===== config.mk =====
export PLATFORM = sky130hd
export DESIGN_NAME = apu_shared_arbiter
export DESIGN_NICKNAME = d
export VERILOG_FILES = /design/src/rtl/apu_arb_package.sv /design/src/rtl/apu_arb_id_fifo.sv /design/src/rtl/apu_shared_arbiter.sv
export SDC_FILE = /design/constraint.sdc
export NUM_CORES = 1
export LEC_CHECK = 0
export CAP_MARGIN = 10
export CORE_AREA = 3 3 549 551
export CTS_CLUSTER_DIAMETER = 50
export DETAILED_ROUTE_END_ITERATION = 12
export DIE_AREA = 0 0 552 554
export MAX_ROUTING_LAYER = met4
export PLACE_DENSITY = 0.34
export SLEW_MARGIN = 0
export SYNTH_ARGS = -nofsm -noshare
export SYNTH_HDL_FRONTEND = slang
export SYNTH_SLANG_ARGS = --single-unit

===== constraint.sdc =====
create_clock -name clk -period 12.4 [get_ports clk]
set_clock_uncertainty 0.1 [all_clocks]
set_input_delay 2.48 -clock clk [delete_from_list [all_inputs] [get_ports clk]]
set_output_delay 2.48 -clock clk [all_outputs]
set_load 0.02 [all_outputs]

===== src/rtl/apu_arb_package.sv =====
// rtl/apu_arb_package.sv - shared defaults and core ID type for the APU arbiter
package apu_arb_package;

    localparam int NB_CORES_DEF        = 8;
    localparam int WOP_DEF             = 7;
    localparam int NARGS_DEF           = 3;
    localparam int WARG_DEF            = 32;
    localparam int NUSFLAGS_DEF        = 5;
    localparam int NDSFLAGS_DEF        = 15;
    localparam int WRESULT_DEF         = 32;
    localparam int MAX_OUTSTANDING_DEF = 4;

    typedef logic [$clog2(NB_CORES_DEF)-1:0] core_id_t;

endpackage


===== src/rtl/apu_arb_id_fifo.sv =====
// rtl/apu_arb_id_fifo.sv - in-order FIFO of issuing core IDs
module apu_arb_id_fifo
    import apu_arb_package::*;
#(
    parameter int DEPTH = MAX_OUTSTANDING_DEF,
    parameter int WIDTH = $bits(core_id_t)
) (
    input  logic             clk,
    input  logic             rst_n,
    input  logic             push,
    input  logic [WIDTH-1:0] wdata,
    input  logic             pop,
    output logic [WIDTH-1:0] rdata,
    output logic             full,
    output logic             empty
);

    localparam int AW = $clog2(DEPTH);

    logic [WIDTH-1:0] mem [DEPTH];
    logic [AW-1:0]    wptr;
    logic [AW-1:0]    rptr;
    logic [AW:0]      count;
    logic             push_ok;
    logic             pop_ok;

    assign full    = (count == (AW+1)'(DEPTH));
    assign empty   = (count == '0);
    assign push_ok = push && !full;
    assign pop_ok  = pop && !empty;
    assign rdata   = mem[rptr];

    // Storage write; contents need no reset since count gates every read
    always_ff @(posedge clk) begin
        if (push_ok) begin
            mem[wptr] <= wdata;
        end
    end

    // Pointers wrap naturally at the power-of-two depth
    always_ff @(posedge clk) begin
        if (!rst_n) begin
            wptr  <= '0;
            rptr  <= '0;
            count <= '0;
        end else begin
            if (push_ok) wptr <= wptr + AW'(1);
            if (pop_ok)  rptr <= rptr + AW'(1);
            case ({push_ok, pop_ok})
                2'b10:   count <= count + (AW+1)'(1);
                2'b01:   count <= count - (AW+1)'(1);
                default: count <= count;
            endcase
        end
    end

endmodule


===== src/rtl/apu_shared_arbiter.sv =====
// rtl/apu_shared_arbiter.sv - round-robin sharing of one APU; optional stall counters via APU_ARB_PERF_CNT_EN
module apu_shared_arbiter
    import apu_arb_package::*;
#(
    parameter int NB_CORES        = NB_CORES_DEF,
    parameter int NARGS           = NARGS_DEF,
    parameter int WARG            = WARG_DEF,
    parameter int WOP             = WOP_DEF,
    parameter int NDSFLAGS        = NDSFLAGS_DEF,
    parameter int NUSFLAGS        = NUSFLAGS_DEF,
    parameter int WRESULT         = WRESULT_DEF,
    parameter int MAX_OUTSTANDING = MAX_OUTSTANDING_DEF
) (
    input  logic                            clk,
    input  logic                            rst_n,
    input  logic [NB_CORES-1:0]             core_req_i,
    output logic [NB_CORES-1:0]             core_gnt_o,
    input  logic [NB_CORES*WOP-1:0]         core_op_i,
    input  logic [NB_CORES*NARGS*WARG-1:0]  core_operands_i,
    input  logic [NB_CORES*NDSFLAGS-1:0]    core_flags_i,
    output logic [NB_CORES-1:0]             core_rvalid_o,
    output logic [WRESULT-1:0]              core_result_o,
    output logic [NUSFLAGS-1:0]             core_rflags_o,
    output logic                            unit_req_o,
    input  logic                            unit_gnt_i,
    output logic [WOP-1:0]                  unit_op_o,
    output logic [NARGS*WARG-1:0]           unit_operands_o,
    output logic [NDSFLAGS-1:0]             unit_flags_o,
    input  logic                            unit_rvalid_i,
    input  logic [WRESULT-1:0]              unit_result_i,
    input  logic [NUSFLAGS-1:0]             unit_rflags_i,
    output logic                            err_o,
    input  logic                            perf_clr_i,
    output logic [NB_CORES*32-1:0]          perf_stall_o
);

    localparam int IDW = $clog2(NB_CORES);
    localparam int OPW = NARGS * WARG;

    logic [IDW-1:0] rr_ptr;
    logic [IDW-1:0] winner;
    logic [IDW-1:0] lo_idx;
    logic [IDW-1:0] hi_idx;
    logic           lo_v;
    logic           hi_v;
    logic           xfer;
    logic           pop;
    logic           fifo_full;
    logic           fifo_empty;
    logic [IDW-1:0] head_id;

    // Lowest requester at/above the pointer wins, else lowest overall (wrap)
    always_comb begin
        lo_idx = '0;
        hi_idx = '0;
        lo_v   = 1'b0;
        hi_v   = 1'b0;
        for (int c = NB_CORES - 1; c >= 0; c--) begin
            if (core_req_i[c]) begin
                lo_idx = IDW'(c);
                lo_v   = 1'b1;
                if (IDW'(c) >= rr_ptr) begin
                    hi_idx = IDW'(c);
                    hi_v   = 1'b1;
                end
            end
        end
    end

    assign winner     = hi_v ? hi_idx : lo_idx;
    assign unit_req_o = lo_v && !fifo_full;
    assign xfer       = unit_req_o && unit_gnt_i;
    assign pop        = unit_rvalid_i && !fifo_empty;

    // Forward the winner's op fields and grant; all zero with no requester
    always_comb begin
        unit_op_o       = '0;
        unit_operands_o = '0;
        unit_flags_o    = '0;
        core_gnt_o      = '0;
        for (int c = 0; c < NB_CORES; c++) begin
            if (lo_v && winner == IDW'(c)) begin
                unit_op_o       = core_op_i[c*WOP +: WOP];
                unit_operands_o = core_operands_i[c*OPW +: OPW];
                unit_flags_o    = core_flags_i[c*NDSFLAGS +: NDSFLAGS];
                core_gnt_o[c]   = xfer;
            end
        end
    end

    // Pointer moves past the core just served, only on a real transfer
    always_ff @(posedge clk) begin
        if (!rst_n) begin
            rr_ptr <= '0;
        end else if (xfer) begin
            rr_ptr <= (winner == IDW'(NB_CORES - 1)) ? '0 : winner + IDW'(1);
        end
    end

    apu_arb_id_fifo #(
        .DEPTH (MAX_OUTSTANDING),
        .WIDTH (IDW)
    ) u_id_fifo (
        .clk   (clk),
        .rst_n (rst_n),
        .push  (xfer),
        .wdata (winner),
        .pop   (pop),
        .rdata (head_id),
        .full  (fifo_full),
        .empty (fifo_empty)
    );

    // Registered return: steer result to the head-of-FIFO core, flag orphans
    always_ff @(posedge clk) begin
        if (!rst_n) begin
            core_rvalid_o <= '0;
            core_result_o <= '0;
            core_rflags_o <= '0;
            err_o         <= 1'b0;
        end else begin
            for (int c = 0; c < NB_CORES; c++) begin
                core_rvalid_o[c] <= pop && (head_id == IDW'(c));
            end
            if (pop) begin
                core_result_o <= unit_result_i;
                core_rflags_o <= unit_rflags_i;
            end
            if (unit_rvalid_i && fifo_empty) begin
                err_o <= 1'b1;
            end
        end
    end

`ifdef APU_ARB_PERF_CNT_EN
    logic [31:0] stall_cnt [NB_CORES];

    // Saturating count of cycles each core waits with a pending request
    always_ff @(posedge clk) begin
        for (int c = 0; c < NB_CORES; c++) begin
            if (!rst_n || perf_clr_i) begin
                stall_cnt[c] <= '0;
            end else if (core_req_i[c] && !core_gnt_o[c] && stall_cnt[c] != '1) begin
                stall_cnt[c] <= stall_cnt[c] + 32'd1;
            end
        end
    end

    for (genvar g = 0; g < NB_CORES; g++) begin : g_perf
        assign perf_stall_o[g*32 +: 32] = stall_cnt[g];
    end
`else
    logic unused_perf_clr;
    assign unused_perf_clr = perf_clr_i;
    assign perf_stall_o    = '0;
`endif

endmodule


After elaboration in Yosys (flattened, before gate mapping)

Memories as Yosys holds them, arrays and structs flattened. A register that Yosys moved wholly into a read port is not among the register bits.
Index checks and enable logic that the tools add are counted.

Memory bits (writable): 12
Output and inout bits: 429
Memories: 1
Word-level logic and storage cells: 154
Flip-flop bits (word level): 56

Memory list:

| name          | words | bits a word | rd ports | clocked after Yosys merged registers in | wr ports | line                  | RTL |
|---|---|---|---|---|---|---|---|
| u_id_fifo.mem | 4     | 3           | 1        | 1                                       | 1        | apu_arb_id_fifo.sv:20 | `logic [WIDTH-1:0] mem [DEPTH];` |

Add/subtract/negate cells: 5
Reductions and logical operators: 28
$lt $le $gt $ge: 8
Equal/unequal tests: 17
Mux-type cells: 87

Operators by type and width:

| operator                                             | number |
|---|---|
| 2-to-1 mux 96 bit                                    | 8 |
| 2-to-1 mux 15 bit                                    | 8 |
| 2-to-1 mux 3 bit                                     | 26 |
| 2-to-1 mux 7 bit                                     | 8 |
| 2-to-1 mux 1 bit                                     | 34 |
| equality test 3 bit (second input constant)          | 9 |
| logical AND 1 bit                                    | 22 |
| equality test 3 x 2 -> 1 bit (second input constant) | 4 |
| >= comparator 3 bit (first input constant)           | 4 |
| zero test 3 bit                                      | 3 |
| adder 3 x 1 -> 3 bit (second input constant)         | 2 |
| equality test 3 x 1 -> 1 bit (second input constant) | 2 |
| >= comparator 1 x 3 -> 1 bit (first input constant)  | 2 |
| >= comparator 2 x 3 -> 1 bit (first input constant)  | 2 |
| one-hot mux 3 bit (2 select lines)                   | 1 |
| adder 2 x 1 -> 2 bit (second input constant)         | 2 |
| 2-to-1 mux 2 bit                                     | 2 |
| subtractor 3 x 1 -> 3 bit (second input constant)    | 1 |
| equality test 2 x 1 -> 1 bit (second input constant) | 1 |
| equality test 2 bit (second input constant)          | 1 |
| zero test 1 bit                                      | 2 |
| nonzero test 2 bit                                   | 1 |

Longest topological paths before layout

Depth in word-level cells: 28
Depth in mapped cells: 17

Cells and area by module

A second synthesis with hierarchy kept.

Cell total of the unflattened synthesis: 2599
Area total of the unflattened synthesis: 15623.7 um2

By module, submodules not included:

| module             | area an instance (um2) | times used | cells an instance |
|---|---|---|---|
| apu_shared_arbiter | 14701.6                | 1          | 2530 |
| apu_arb_id_fifo    | 922.1                  | 1          | 69 |

Worst setup path after synthesis

Ideal clock, no wire load.

Kind: in2out
Start: in core_req_i[4]
End: out unit_flags_o[14]
Path slack: 4104 ps
Data required time: 9820 ps
Path buffers: 4
Stages: 12
Data arrival time: 5716 ps
Path through: a2bb2oi_1 a221o_1 nand3b_1 o31ai_1 ha_1 ha_1 clkbuf_1 clkbuf_1 clkbuf_1 clkbuf_1 a221oi_1 o21ai_0

Longest elaborated chain between the ends: 20
Elaborated cells on any way between the ends: 53

Ends and longest elaborated chain:

| what                                                 | line                     | RTL |
|---|---|---|
| start: declaration                                   | apu_shared_arbiter.sv:16 | `input logic [NB_CORES-1:0] core_req_i,` |
| 2-to-1 mux 3 bit or 2-to-1 mux 1 bit (tied branches) | apu_shared_arbiter.sv:59 | `if (core_req_i[c]) begin` |
| 2-to-1 mux 3 bit or 2-to-1 mux 1 bit (tied branches) | apu_shared_arbiter.sv:62 | `if (IDW'(c) >= rr_ptr) begin` |
| 2-to-1 mux 3 bit or 2-to-1 mux 1 bit (tied branches) | apu_shared_arbiter.sv:59 |  |
| 2-to-1 mux 3 bit or 2-to-1 mux 1 bit (tied branches) | apu_shared_arbiter.sv:62 |  |
| 2-to-1 mux 3 bit or 2-to-1 mux 1 bit (tied branches) | apu_shared_arbiter.sv:59 |  |
| 2-to-1 mux 3 bit or 2-to-1 mux 1 bit (tied branches) | apu_shared_arbiter.sv:62 |  |
| 2-to-1 mux 3 bit or 2-to-1 mux 1 bit (tied branches) | apu_shared_arbiter.sv:59 |  |
| 2-to-1 mux 3 bit or 2-to-1 mux 1 bit (tied branches) | apu_shared_arbiter.sv:62 |  |
| 2-to-1 mux 3 bit or 2-to-1 mux 1 bit (tied branches) | apu_shared_arbiter.sv:59 |  |
| 2-to-1 mux 3 bit (*)                                 | apu_shared_arbiter.sv:70 | `assign winner = hi_v ? hi_idx : lo_idx;` |
| named net u_id_fifo.wdata[0]                         | apu_arb_id_fifo.sv:11    | `input logic [WIDTH-1:0] wdata,` |
| zero test 3 bit                                      | apu_shared_arbiter.sv:82 | `if (lo_v && winner == IDW'(c)) begin` |
| logical AND 1 bit                                    | apu_shared_arbiter.sv:82 |  |
| 2-to-1 mux 15 bit (7 in a row)                       | apu_shared_arbiter.sv:82 |  |
| 2-to-1 mux 15 bit (*)                                | apu_shared_arbiter.sv:82 |  |
| end: declaration                                     | apu_shared_arbiter.sv:28 | `output logic [NDSFLAGS-1:0] unit_flags_o,` |

Mark *: on every way through the listed nets, which the timed path passes. The rest lies on a longest branch.

Worst setup path in the final report

Start: in core_req_i[4]
End: out unit_operands_o[64]

Longest elaborated chain between the ends: 20
Elaborated cells on any way between the ends: 53

Ends and longest elaborated chain:

| what                                                 | line                     | RTL |
|---|---|---|
| 2-to-1 mux 3 bit or 2-to-1 mux 1 bit (tied branches) | apu_shared_arbiter.sv:59 |  |
| 2-to-1 mux 3 bit or 2-to-1 mux 1 bit (tied branches) | apu_shared_arbiter.sv:62 |  |
| 2-to-1 mux 3 bit or 2-to-1 mux 1 bit (tied branches) | apu_shared_arbiter.sv:59 |  |
| 2-to-1 mux 3 bit or 2-to-1 mux 1 bit (tied branches) | apu_shared_arbiter.sv:62 |  |
| 2-to-1 mux 3 bit or 2-to-1 mux 1 bit (tied branches) | apu_shared_arbiter.sv:59 |  |
| 2-to-1 mux 3 bit or 2-to-1 mux 1 bit (tied branches) | apu_shared_arbiter.sv:62 |  |
| 2-to-1 mux 3 bit or 2-to-1 mux 1 bit (tied branches) | apu_shared_arbiter.sv:59 |  |
| 2-to-1 mux 3 bit or 2-to-1 mux 1 bit (tied branches) | apu_shared_arbiter.sv:62 |  |
| 2-to-1 mux 3 bit or 2-to-1 mux 1 bit (tied branches) | apu_shared_arbiter.sv:59 |  |
| 2-to-1 mux 3 bit (*)                                 | apu_shared_arbiter.sv:70 |  |
| named net u_id_fifo.wdata[0]                         | apu_arb_id_fifo.sv:11    |  |
| zero test 3 bit                                      | apu_shared_arbiter.sv:82 |  |
| logical AND 1 bit                                    | apu_shared_arbiter.sv:82 |  |
| 2-to-1 mux 96 bit (7 in a row)                       | apu_shared_arbiter.sv:82 |  |
| 2-to-1 mux 96 bit (*)                                | apu_shared_arbiter.sv:82 |  |
| end: declaration                                     | apu_shared_arbiter.sv:27 | `output logic [NARGS*WARG-1:0] unit_operands_o,` |

Marked as above.

==> results.txt <==
Status - finished clean
First-pass GRT wire length - 260000 um
Reg-to-reg slack, setup - 9040 ps
Minimum clock period - 11150 ps
R2R Path Start - u_id_fifo.count[0]
Kind of critical path - in2out
Die Wd - 552 um
Max IR drop VDD - 0.0814 mV
Iteration-0 DRC count of the detailed router - 1417
Commonest non-fill, non-tap cell in the layout - clkdlybuf4s50_1
Worst-path fanout max - 83
RSZ-0062 raised after global routing - false
DR WL/cell - 29.5 um
Yosys top cell area share - 14.0%
Clk buf depth - 2
Power density cells - 184 nW/um2
Crit. End Element - primary output
Top post-synthesis cells by area - buf_4 (14%), o21ai_0 (12%), dfxtp_1 (8.3%), a21oi_1 (6.5%), a21o_1 (6.3%)
Row count - 200
Io pins - 1423
Hold crit path type - reg2reg
Initial Utilization - 4.69%
Psw - 3460 uW
Routed Antenna Nets - 0
Setup_tns - 0 ps
Post-CTS Resized - 0
Number of enable flip-flop cells after synthesis - 12
H-Tree Depth - 3
P_leak - 0.0104 uW
Final setup fails - 0
Fraction of registers with async set/reset - 0%
Cts hold-fix bufs - 0
Slew margin rel. - 7.89%
WL final - 210000 um
Router iterations before antenna repair - 5
Clk_lat worst skew - 350 ps
Worst Setup EP - unit_operands_o[64]
Gpl congestion - 0.827
Overall overflow remaining after global route - 0
CTS sink cnt - 70
Synth warn - 0
Maximum clock rate - 89.7 MHz
Mean Syn Cell Area - 6.71 um2
Nets - 4107
Post-Syn Instances - 2076
#FFs+latches synth - 70
Main flop type after synthesis - dfxtp_1
CP Depth - 14
Clock power share - 4.9%
Slew Viols, Final - 0
Vias/cell - 3.06
Largest net degree at the start of global routing - 112
Crit-path cells - clkdlybuf4s50_1, a2bb2oi_1, a221o_1, nand3b_1, o31ai_2, ha_4, inv_8, buf_4, nor3_2, buf_12, a22o_1, a22oi_1, o21ai_1, clkdlybuf4s50_1
Dominant cell type by area after synthesis - buf_4
DP Wirelength - 181000 um
Seq pwr share - 5.6%
Switching part of the total - 62.7%
Worst path arrival time - 8570 ps
Seq/Total Area, Yosys - 10.9%
Transition time of the tightest slew-check pin - 1370 ps
Unique masters post-synth - 53
DRC Markers - 0
CTS Buf Count - 9
Core area - 297000 um2
Slowest cell on crit path - clkdlybuf4s50_1
CTS tree - yes
Critical R2R Capture - u_id_fifo.count[2]
Commonest cells after routing, fill and taps aside - clkdlybuf4s50_1 (1162), o21ai_0 (320), conb_1 (256), a21oi_1 (182), and3_1 (121)
P_int - 2060 uW
Critical Path Most Common Cell - clkdlybuf4s50_1
Logic pwr share - 89.5%
Worst Path Buf+Inv - 5
Critical path required time - 9820 ps
Share of layout cells above drive strength 1 - 4.51%
Die H - 554 um
Worst-path clk slew - 70 ps
Vias in the first global route - 22300
Critical Path Max Stage Delay - 740 ps
Tot Pwr - 5520 uW
Total GRT Usage - 13.4%
Max-Cap Viols - 0
Setup bufs post-CTS - 0
Period utilization - 89.9%
Root Buffer Master - clkbuf_16
Fin. Hold Viols - 0
DR vias - 21800
CP startpoint - core_req_i[4]
PortBufs - 1165
Syn-to-layout area delta - 116%
Crit start category - input port
Die area - 306000 um2
CP top delay family - buffers and inverters
R2R cell count - 10
Post-Syn Area - 13900 um2
Initial antenna violation count - 155
[synthesized netlist by cell type, types with 2 or more instances]
cell type	number
o21ai_0	332
buf_4	259
clkbuf_1	201
a21oi_1	182
and3_1	121
a21o_1	116
nand2_1	106
a22o_1	89
a22oi_1	88
a221oi_1	86
o22ai_1	86
o221ai_1	59
dfxtp_1	58
o21ai_1	51
a21boi_0	45
o21a_1	29
buf_2	26
nor2_1	23
inv_1	15
edfxtp_1	12
ha_1	11
and2_1	10
buf_6	6
nand3b_1	5
nor2b_1	5
buf_1	4
nand2b_1	4
nand3_1	4
nor3_1	4
xnor2_1	4
a2bb2oi_1	3
mux4_2	3
nor2_2	3
o31ai_1	3
a31oi_1	2
inv_2	2
nor4_1	2
o21bai_1	2
[layout make-up]
class | count | area, um2
antenna | 77 | 193
clock buffer | 9 | 225
clock inverter | 7 | 75.1
multi-input combinational | 1748 | 10500
inverter | 17 | 72.6
tap | 3939 | 4930
fill | 34700 | 267000
timing repair buffer | 1255 | 12500
sequential | 70 | 1520
[power groups by stage]
stage	sequential, uW	combinational (uW)	clock (uW)
4_1_cts	312	5180	285
3_3_place_gp	315	5170	0
2_1_floorplan	346	2010	0
5_1_grt	317	5320	292
6_report	311	4940	271
3_5_place_dp	317	5160	0
[sequential cells by signal, indices dropped and copies added (netlist names), named ones only]
name             flops
core_result_o       32
core_rflags_o        5
core_rvalid_o        8
err_o                1
rr_ptr               3
u_id_fifo.count      3
u_id_fifo.mem       12
u_id_fifo.rptr       2
u_id_fifo.wptr       2
[metal layers]
metal	up-vias	routed length (um)	global-route usage, %
met3	201	15600	3.37
met5	-	0	-
met1	10600	89400	16.3
li1	9587	-	-
met2	1393	99500	22.4
met4	0	5220	2.41
[worst min-delay path by stage]
stage                       from           endpoint  slack (ps)  cells after the start
6_report        core_rflags_o[3]   core_rflags_o[3]         370                      2
5_1_grt        core_result_o[27]  core_result_o[27]         380                      2
4_1_cts        core_result_o[30]  core_result_o[30]         370                      2
3_5_place_dp    core_result_o[6]   core_result_o[6]         360                      2
3_3_place_gp   core_result_o[10]  core_result_o[10]         360                      2
2_1_floorplan  u_id_fifo.wptr[1]  u_id_fifo.wptr[1]         380                      2
[cells by family after synthesis]
logic type | synth area share, %
XOR/XNOR | 0.315
multiplexers | 0.557
flip-flops | 10.9
AO/OA/AOI/OAI | 55.0
buffers and inverters | 21.4
AND/OR/NAND/NOR | 10.6
other | 0.0269
adder cells (fa/ha/maj) | 1.13
[worst register-to-register path, stage by stage, from the launching register on]
cell      delay, ps
dfxtp_1         370
inv_1            90
a31oi_1         580
and2_1          650
inv_1           360
ha_1            320
inv_1            80
fa_1            180
xor2_1           70
or3_1           310
a21boi_0        180
[metrics by stage]
step                std cells  util (%)  area [um2]  setup WS [ps]  hold WS [ps]
floorplan                2331         -       14900           4100           376
global placement         7027      9.94       29500           1180           359
detailed placement       7029      9.94       29500           1090           362
CTS                      7045      10.0       29800           1080           371
global route             7094      10.1       29900            864           385
finish                   7122      10.1       30000           1250           368
(Power assumes the default switching activity.)
